File: config.mk
export PLATFORM = sky130hd
export DESIGN_NAME = seg_scan
export DESIGN_NICKNAME = d
export VERILOG_FILES = /design/src/rtl/seg_scan.sv
export SDC_FILE = /design/constraint.sdc
export NUM_CORES = 1
export LEC_CHECK = 0
export CORE_ASPECT_RATIO = 0.75
export CORE_MARGIN = 10
export CORE_UTILIZATION = 49
export CTS_CLUSTER_SIZE = 24
export DETAILED_ROUTE_END_ITERATION = 10
export GPL_ROUTABILITY_DRIVEN = 0
export PLACE_DENSITY = 0.76
export SLEW_MARGIN = 20
export SYNTH_ARGS = -nofsm -noshare
export SYNTH_HDL_FRONTEND = slang
export SYNTH_SLANG_ARGS = --single-unit
File: constraint.sdc
create_clock -name clk -period 2.1 [get_ports clk]
set_input_delay 0.315 -clock clk [delete_from_list [all_inputs] [get_ports clk]]
set_output_delay 0.315 -clock clk [all_outputs]
set_load 0.03 [all_outputs]
File: src/rtl/seg_scan.sv
// Time-multiplexed hex display scanner: frame-synchronous snapshot of a data page,
// per-digit hex decode with leading-zero blanking, blink, decimal points and guard time.
module seg_scan #(
    parameter int unsigned DW           = 32,
    parameter int unsigned DIGITS       = 4,
    parameter int unsigned PRESCALE     = 50000,
    parameter int unsigned GUARD        = 2,
    parameter int unsigned BLINK_FRAMES = 64,
    localparam int unsigned PAGES       = DW / (4 * DIGITS),
    localparam int unsigned SW          = (PAGES > 1) ? $clog2(PAGES) : 1
) (
    input  logic              clk,
    input  logic              reset_n,
    input  logic [DW-1:0]     din,
    input  logic [SW-1:0]     sel,
    input  logic              lz_blank,
    input  logic [DIGITS-1:0] blink,
    input  logic [DIGITS-1:0] dp,
    output logic [7:0]        seg,
    output logic [DIGITS-1:0] an,
    output logic              frame
);

    localparam int unsigned PW = 4 * DIGITS;
    localparam int unsigned CW = (PRESCALE > 1) ? $clog2(PRESCALE) : 1;
    localparam int unsigned IW = (DIGITS > 1) ? $clog2(DIGITS) : 1;
    localparam int unsigned FW = (BLINK_FRAMES > 1) ? $clog2(BLINK_FRAMES) : 1;

    logic [CW-1:0]     r_cnt;
    logic [IW-1:0]     r_idx;
    logic [FW-1:0]     r_fcnt;
    logic              r_phase;

    logic [DW-1:0]     r_din;
    logic [SW-1:0]     r_sel;
    logic              r_lz;
    logic [DIGITS-1:0] r_blink;
    logic [DIGITS-1:0] r_dp;

    logic [7:0]        r_seg;
    logic [DIGITS-1:0] r_an;
    logic              r_frame;

    logic              w_cnt_last;
    logic              w_frame_end;
    logic              w_snap;
    logic              w_lit;
    logic [PW-1:0]     w_page;
    logic [DIGITS-1:0] w_zmask;
    logic [3:0]        w_nib;
    logic              w_zero_sel;
    logic              w_dp_sel;
    logic              w_blink_sel;
    logic [7:0]        w_seg;

    function automatic logic [6:0] hex7(input logic [3:0] n);
        case (n)
            4'h0:    hex7 = 7'h3F;
            4'h1:    hex7 = 7'h06;
            4'h2:    hex7 = 7'h5B;
            4'h3:    hex7 = 7'h4F;
            4'h4:    hex7 = 7'h66;
            4'h5:    hex7 = 7'h6D;
            4'h6:    hex7 = 7'h7D;
            4'h7:    hex7 = 7'h07;
            4'h8:    hex7 = 7'h7F;
            4'h9:    hex7 = 7'h6F;
            4'hA:    hex7 = 7'h77;
            4'hB:    hex7 = 7'h7C;
            4'hC:    hex7 = 7'h39;
            4'hD:    hex7 = 7'h5E;
            4'hE:    hex7 = 7'h79;
            default: hex7 = 7'h71;
        endcase
    endfunction

    assign w_cnt_last  = (r_cnt == CW'(PRESCALE - 1));
    assign w_frame_end = w_cnt_last && (r_idx == IW'(DIGITS - 1));
    assign w_snap      = (r_cnt == '0) && (r_idx == '0);
    assign w_lit       = (r_cnt >= CW'(GUARD));

    // Page select; out-of-range selects fall back to page 0
    always_comb begin
        w_page = r_din[PW-1:0];
        for (int p = 1; p < int'(PAGES); p++) begin
            if (r_sel == SW'(p)) begin
                w_page = r_din[p*PW +: PW];
            end
        end
    end

    // w_zmask[i] set when nibbles i..DIGITS-1 are all zero
    always_comb begin
        logic v_allz;
        v_allz  = 1'b1;
        w_zmask = '0;
        for (int i = int'(DIGITS) - 1; i >= 0; i--) begin
            v_allz     = v_allz && (w_page[4*i +: 4] == 4'h0);
            w_zmask[i] = v_allz;
        end
    end

    always_comb begin
        w_nib       = '0;
        w_zero_sel  = 1'b0;
        w_dp_sel    = 1'b0;
        w_blink_sel = 1'b0;
        for (int i = 0; i < int'(DIGITS); i++) begin
            if (r_idx == IW'(i)) begin
                w_nib       = w_page[4*i +: 4];
                w_zero_sel  = w_zmask[i];
                w_dp_sel    = r_dp[i];
                w_blink_sel = r_blink[i];
            end
        end
    end

    always_comb begin
        w_seg = {w_dp_sel, hex7(w_nib)};
        if (r_lz && (r_idx != '0) && w_zero_sel) begin
            w_seg[6:0] = 7'h00;
        end
        if (r_phase && w_blink_sel) begin
            w_seg = 8'h00;
        end
    end

    // Slot/digit timing and blink phase
    always_ff @(posedge clk or negedge reset_n) begin
        if (!reset_n) begin
            r_cnt   <= '0;
            r_idx   <= '0;
            r_fcnt  <= '0;
            r_phase <= 1'b0;
        end else begin
            if (w_cnt_last) begin
                r_cnt <= '0;
                if (r_idx == IW'(DIGITS - 1)) begin
                    r_idx <= '0;
                end else begin
                    r_idx <= r_idx + IW'(1);
                end
            end else begin
                r_cnt <= r_cnt + CW'(1);
            end
            if (w_frame_end) begin
                if (r_fcnt == FW'(BLINK_FRAMES - 1)) begin
                    r_fcnt  <= '0;
                    r_phase <= ~r_phase;
                end else begin
                    r_fcnt <= r_fcnt + FW'(1);
                end
            end
        end
    end

    // Shadow of the display inputs, refreshed only at frame start
    always_ff @(posedge clk or negedge reset_n) begin
        if (!reset_n) begin
            r_din   <= '0;
            r_sel   <= '0;
            r_lz    <= 1'b0;
            r_blink <= '0;
            r_dp    <= '0;
        end else if (w_snap) begin
            r_din   <= din;
            r_sel   <= sel;
            r_lz    <= lz_blank;
            r_blink <= blink;
            r_dp    <= dp;
        end
    end

    always_ff @(posedge clk or negedge reset_n) begin
        if (!reset_n) begin
            r_seg   <= 8'h00;
            r_an    <= '0;
            r_frame <= 1'b0;
        end else begin
            r_seg   <= w_lit ? w_seg : 8'h00;
            r_an    <= w_lit ? (DIGITS'(1) << r_idx) : '0;
            r_frame <= w_frame_end;
        end
    end

    assign seg   = r_seg;
    assign an    = r_an;
    assign frame = r_frame;

endmodule

# [Yosys cells after proc, flatten, opt, wreduce, memory -nomap -nowiden]
# Memories as Yosys holds them, arrays and structs flattened.
# Cells that the tools add are included.
[word_totals] regBits=80 latchBits=0 mem_bits_rw=0 mem_bits_ro=112 in_bits=44 output_inout_bits=13 word_cells=64 mem_count=1
[memory_table] memory="(no name shown)" words=16 width=7 read_ports=1 rd_ports_with_merged_regs=0 wr=0 line_no="57" source="case (n)"
[classes] n_addsub=3 mul=0 div_mod_pow=0 n_lt_le_gt_ge=1 eq_ne=5 shifts=1 n_mux=24 bitwise=1 n_reduce_logical=16
[ops] cell="16-bit two-way mux" count=2
[ops] cell="4-bit two-way mux" count=5
[ops] cell="16-bit by 1-bit adder with 16-bit output, second input constant" count=1
[ops] cell="16-bit equality test, second input constant" count=1
[ops] cell="16-bit by 2-bit >= comparator with 1-bit output, second input constant" count=1
[ops] cell="16-bit zero test" count=1
[ops] cell="4-bit zero test" count=4
[ops] cell="8-bit two-way mux" count=2
[ops] cell="1-bit two-way mux" count=12
[ops] cell="1-bit logical AND" count=8
[ops] cell="7-bit two-way mux" count=1
[ops] cell="6-bit by 1-bit adder with 6-bit output, second input constant" count=1
[ops] cell="6-bit equality test, second input constant" count=1
[ops] cell="6-bit two-way mux" count=1
[ops] cell="2-bit equality test, second input constant" count=2
[ops] cell="1-bit by 2-bit left shift with 4-bit output, first input constant" count=1
[ops] cell="2-bit by 1-bit adder with 2-bit output, second input constant" count=1
[ops] cell="2-bit by 1-bit equality test with 1-bit output, second input constant" count=1
[ops] cell="2-bit zero test" count=1
[ops] cell="2-bit two-way mux" count=1
[ops] cell="2-bit AND reduction" count=1
[ops] cell="2-bit nonzero test" count=1
[ops] cell="1-bit inverter" count=1

# [Logic depth before layout (Yosys ltp)]
[logic_depth] word_depth=13 ltp_mapped=12 ltp_nobuf=11

# [Worst setup path before layout]
# OpenSTA, ideal clock, no wires.
[synth_path] path_type="register -> register" from="reg r_sel" to="reg r_seg[0], in the netlist seg[0]" setup_time_ps=77 arrival_ps=2245 required_time_ps=2023 setup_slack_ps=-222 stages_incl_launch_ff=11 n_path_buf=3 period_less_slack_ps=2322 cell_sequence="dfrtp_1 > buf_6 > buf_4 > buf_4 > mux2i_1 > o22ai_1 > o21ai_1 > inv_1 > ha_1 > or3b_1 > a21oi_2"
[synth_between] elab_chain_len=13 elab_cells_between_ends=21 cone_classes="mux (12); reduce/logical (8); memory (1)"
[synth_rtl] element="start, declared" line_no="35" source="logic [SW-1:0] r_sel;"
[synth_rtl] element="start signal, assigned" line_no="167" source="r_sel <= sel;"
[synth_rtl] element="16-bit two-way mux *" line_no="86" source="if (r_sel == SW'(p)) begin"
[synth_rtl] element="branches (longest 9 deep; another with memory read 16 x 7 bit)"
[synth_rtl] element="7-bit two-way mux *" line_no="120" source="if (r_lz && (r_idx != '0) && w_zero_sel) begin"
[synth_rtl] element="8-bit two-way mux *" line_no="123" source="if (r_phase && w_blink_sel) begin"
[synth_rtl] element="8-bit two-way mux *" line_no="180" source="r_seg <= w_lit ? w_seg : 8'h00;"
[synth_rtl] element="end signal, assigned" line_no="180"
[synth_rtl] element="end, declared" line_no="40" source="logic [7:0] r_seg;"
# Mark *: on every way between the ends.
# A chain may end at the register's enable or synchronous reset.

# [Final worst setup path]
[layout_path] from="reg r_idx[1]" to="reg r_seg[0], in the netlist seg[0]"
[layout_between] elab_chain_len=9 elab_cells_between_ends=24 cone_classes="eq/ne (3); mux (15); reduce/logical (5); memory (1)"
[layout_rtl] element="start, declared" line_no="30" source="logic [IW-1:0] r_idx;"
[layout_rtl] element="start signal, assigned" line_no="141" source="r_idx <= r_idx + IW'(1);"
[layout_rtl] element="2-bit zero test" line_no="109" source="if (r_idx == IW'(i)) begin"
[layout_rtl] element="4-bit two-way mux / 1-bit two-way mux (equally long branches) (4 in a row)" line_no="109"
[layout_rtl] element="memory read 16 x 7 bit / 1-bit logical AND (equally long branches)"
[layout_rtl] element="7-bit two-way mux" line_no="120"
[layout_rtl] element="8-bit two-way mux *" line_no="123"
[layout_rtl] element="8-bit two-way mux *" line_no="180"
# Every way passes the cells marked *; elsewhere a longest branch is shown, timed or not.

==> out/results.txt <==
R2R Setup Slk -> 0.006 ns
H-tree depth -> 3
Core area -> 7850 µm²
Worst hold path class -> in -> async
Syn Nets -> 396
Pint -> 0.00249 W
Crit path time final -> 2.09 ns
Synthesized area -> 3930 µm²
Power share of the clock group -> 0.377
DRT iter0 DRCs -> 112
CTS sink cnt -> 80
Final Non-Filler Cells -> 536
Wirelength per Cell -> 17.4 µm
N_diodes -> 0
Setup crit end kind -> flop
DP Cell Count -> 509
FF+latch count, synth -> 80
CP max FO -> 4
Main synth FF type -> dfrtp_1
P_sw -> 0.000802 W
P&R area growth vs syn -> 34.1%
R2r startpoint -> r_idx[1]
Top cell type's share of synthesized area -> 0.509
Worst VDD drop -> 0.333 mV
Yosys warning count -> 0
Pre-CTS setup slack -> -0.0966 ns
Synth area leaders -> dfrtp_1 (51%), mux2_1 (11%), mux2i_1 (5.6%), ha_1 (4.5%), xnor2_1 (2.2%)
PwrDens -> 624 nW/µm²
CTS max path bufs -> 2
Unrepaired setup endpoints after global routing -> true
Period Utilization, post-route -> 0.997
DRC violations left -> 0
Avg Inst Size Synth -> 11.6 µm²
Layout cells sized above 1 -> 0.230
CTS Buf Count -> 9
Final hold viol count -> 0
Die Ht -> 97.6 µm
Pins Over Slew Limit -> 0
Worst-Skew Late Latency -> 0.36 ns
I/O Buffers -> 56
Layout Skew -> 0.0107 ns
First-pass detailed-route iteration total -> 4
Antenna violations before repair -> 0
First-pass GRT wire length -> 15.0 mm
Post-synth EDFFs -> 0
Largest area contributor in the netlist -> dfrtp_1
Post-synthesis sequential area ratio -> 0.509
Async set-or-reset flop fraction in the synthesized netlist -> 1.00
Die area -> 12000 µm²
Core Rows -> 28
Leak -> 2.25 nW
CP endpoint -> seg[0]
Vias in the first global route -> 2942
Post-Route WL -> 9.32 mm
Crit path required time -> 2.39 ns
# fillers -> 612
Unique cell type count in the Yosys netlist -> 47
Root Buffer -> clkbuf_8
Largest net degree at the start of global routing -> 51
Congestion Overflow GR -> 0
Post-route ant nets -> 0
Initial Util -> 0.501
Worst-Margin Slew -> 0.547 ns
CTS clock-pin slew for the worst setup and hold paths -> 0.08 ns
DP HPWL -> 6.70 mm
Worst Setup SP -> r_idx[1]
Crit path DAT -> 2.38 ns
IO Pins -> 57
Setup CP Type -> reg -> reg
Net Sw Frac -> 0.243
Tot GR Track Use -> 0.155
Post-route setup slack -> 0.00576 ns
Vias per cell -> 5.39
Outcome -> complete, no violations
Sequential share of power -> 0.497
CTS tree -> done
F_max -> 0.478 GHz
Combinational Power Share -> 0.126
Reg2Reg Depth -> 9
Die W -> 123 µm
Crit start category -> flop
Slew margin rel. -> 0.632
Final setup violation count -> 0
Max Cap Viol -> 0
Final nets -> 484
Vias -> 2890
Syn Inst Count -> 338
Capture point of the worst reg-to-reg path -> seg[0]
## synthesized netlist by cell type (2+ instances only)
cell and number:
mux2_2 3, nand4_1 4, nor2_1 18, clkbuf_1 3, a21oi_1 9, xnor2_1 10, nor2b_1 2, nor3_1 9
o21ai_0 8, nand2_1 19, a22oi_1 2, mux2_1 38, and2_1 4, o22ai_1 4, buf_2 6, dfrtp_1 80
o32ai_1 5, mux2i_1 22, nand2b_1 3, and3_1 3, nor2_2 5, o21ai_1 2, nor4_1 6, or4_1 2
nand3_1 15, ha_1 14, xor2_1 8, inv_1 13, buf_4 3
## routing by layer
layer | part of all wire | GRT usage
met1 | 0.48 | 0.210
met2 | 0.46 | 0.228
met4 | 0.014 | 0.0563
met3 | 0.044 | 0.0447
met5 | 0 | 0
## cell usage in the layout (no fill, tap or decap), drive strengths merged, types with 2 or more instances in the layout
master,Yosys,routed
dfrtp,80,80
clkdlybuf4s50,0,55
mux2,41,41
buf,10,33
nor2,23,23
mux2i,22,22
nand2,19,19
nand3,15,15
inv,14,14
ha,14,14
clkbuf,3,12
xnor2,10,10
a21oi,10,10
nor3,10,10
o21ai,10,10
xor2,8,8
nor4,7,7
o32ai,5,5
nand4,4,4
and2,4,4
o22ai,4,4
and3,3,3
nand2b,3,3
or4,3,3
bufinv,0,2
nor2b,2,2
a22oi,2,2
clkinv,0,2
## critical path, stage by stage, from the launching register on
cell and delay [ns]:
dfrtp_1 0.44, inv_2 0.14, ha_4 0.17, inv_1 0.09
buf_4 0.16, o32ai_2 0.30, nor2_2 0.09, o21ai_1 0.13
or3b_4 0.40, a21oi_2 0.11
## cell families (layout without fill, tap and decap cells)
family,Yosys count,count (layout),synth area share
AND/OR/NAND/NOR,97,97,0.129
flip-flops,80,80,0.509
multiplexers,63,63,0.173
AO/OA/AOI/OAI,39,39,0.0719
buffers and inverters,27,120,0.0325
XOR/XNOR,18,18,0.0401
adder cells (fa/ha/maj),14,14,0.0445
## per-stage QoR
stage	setup TNS, ns	util	area [µm²]	power [W]	hold slack, ns
5_1_grt	-0.582	0.672	5270	0.00341	0.454
4_1_cts	0	0.647	5070	0.00328	0.441
6_report	0	0.672	5270	0.00329	0.424
3_3_place_gp	-0.0806	0.611	4790	0.00204	0.276
3_5_place_dp	-0.345	0.611	4790	0.00205	0.277
2_1_floorplan	0	-	3990	0.00184	0.0194
## power by group through the flow
| stage | combinational, W | clock, W | sequential [W] |
|---|---|---|---|
| 2_1_floorplan | 0.000150 | 0 | 0.00169 |
| 3_3_place_gp | 0.000374 | 0 | 0.00166 |
| 3_5_place_dp | 0.000384 | 0 | 0.00166 |
| 4_1_cts | 0.000396 | 0.00125 | 0.00163 |
| 5_1_grt | 0.000451 | 0.00132 | 0.00164 |
| 6_report | 0.000416 | 0.00124 | 0.00164 |
## sequential cells by signal, summed over array words and instances, names as in the netlist
name     cells
r_din       32
r_cnt       16
seg          8
r_fcnt       6
an           4
r_blink      4
r_dp         4
r_idx        2
frame        1
r_lz         1
r_phase      1
r_sel        1
## how the worst min path moves through the flow
stage | depth (start not counted) | slack (ns) | end
6_report | 2 | 0.42 | r_dp[3]
5_1_grt | 2 | 0.45 | r_blink[3]
3_5_place_dp | 1 | 0.28 | r_dp[3]
4_1_cts | 2 | 0.44 | r_dp[3]
2_1_floorplan | 0 | 0.02 | an[0]
3_3_place_gp | 1 | 0.28 | r_dp[3]
## layout make-up
type | instances | area [µm²] | share of cell area
clock buffer | 11 | 131 | 0.0249
clock inverter | 5 | 81.3 | 0.0154
inverter | 14 | 52.6 | 0.00997
multi-input combinational | 231 | 2000 | 0.380
sequential | 80 | 2000 | 0.380
tap | 105 | 131 | 0.0249
timing repair buffer | 90 | 870 | 0.165
## timing repair
| action | in CTS | in global routing |
|---|---|---|
| hold endpoints to repair | 30 | 0 |
| setup endpoints to repair | 7 | 50 |
| pin swaps | 2 | 11 |
| hold buffers | 1 | 0 |
| resized for setup | 9 | 27 |
| buffers inserted | 4 | 5 |
| cloned | 0 | 1 |
(Power assumes the default switching activity.)
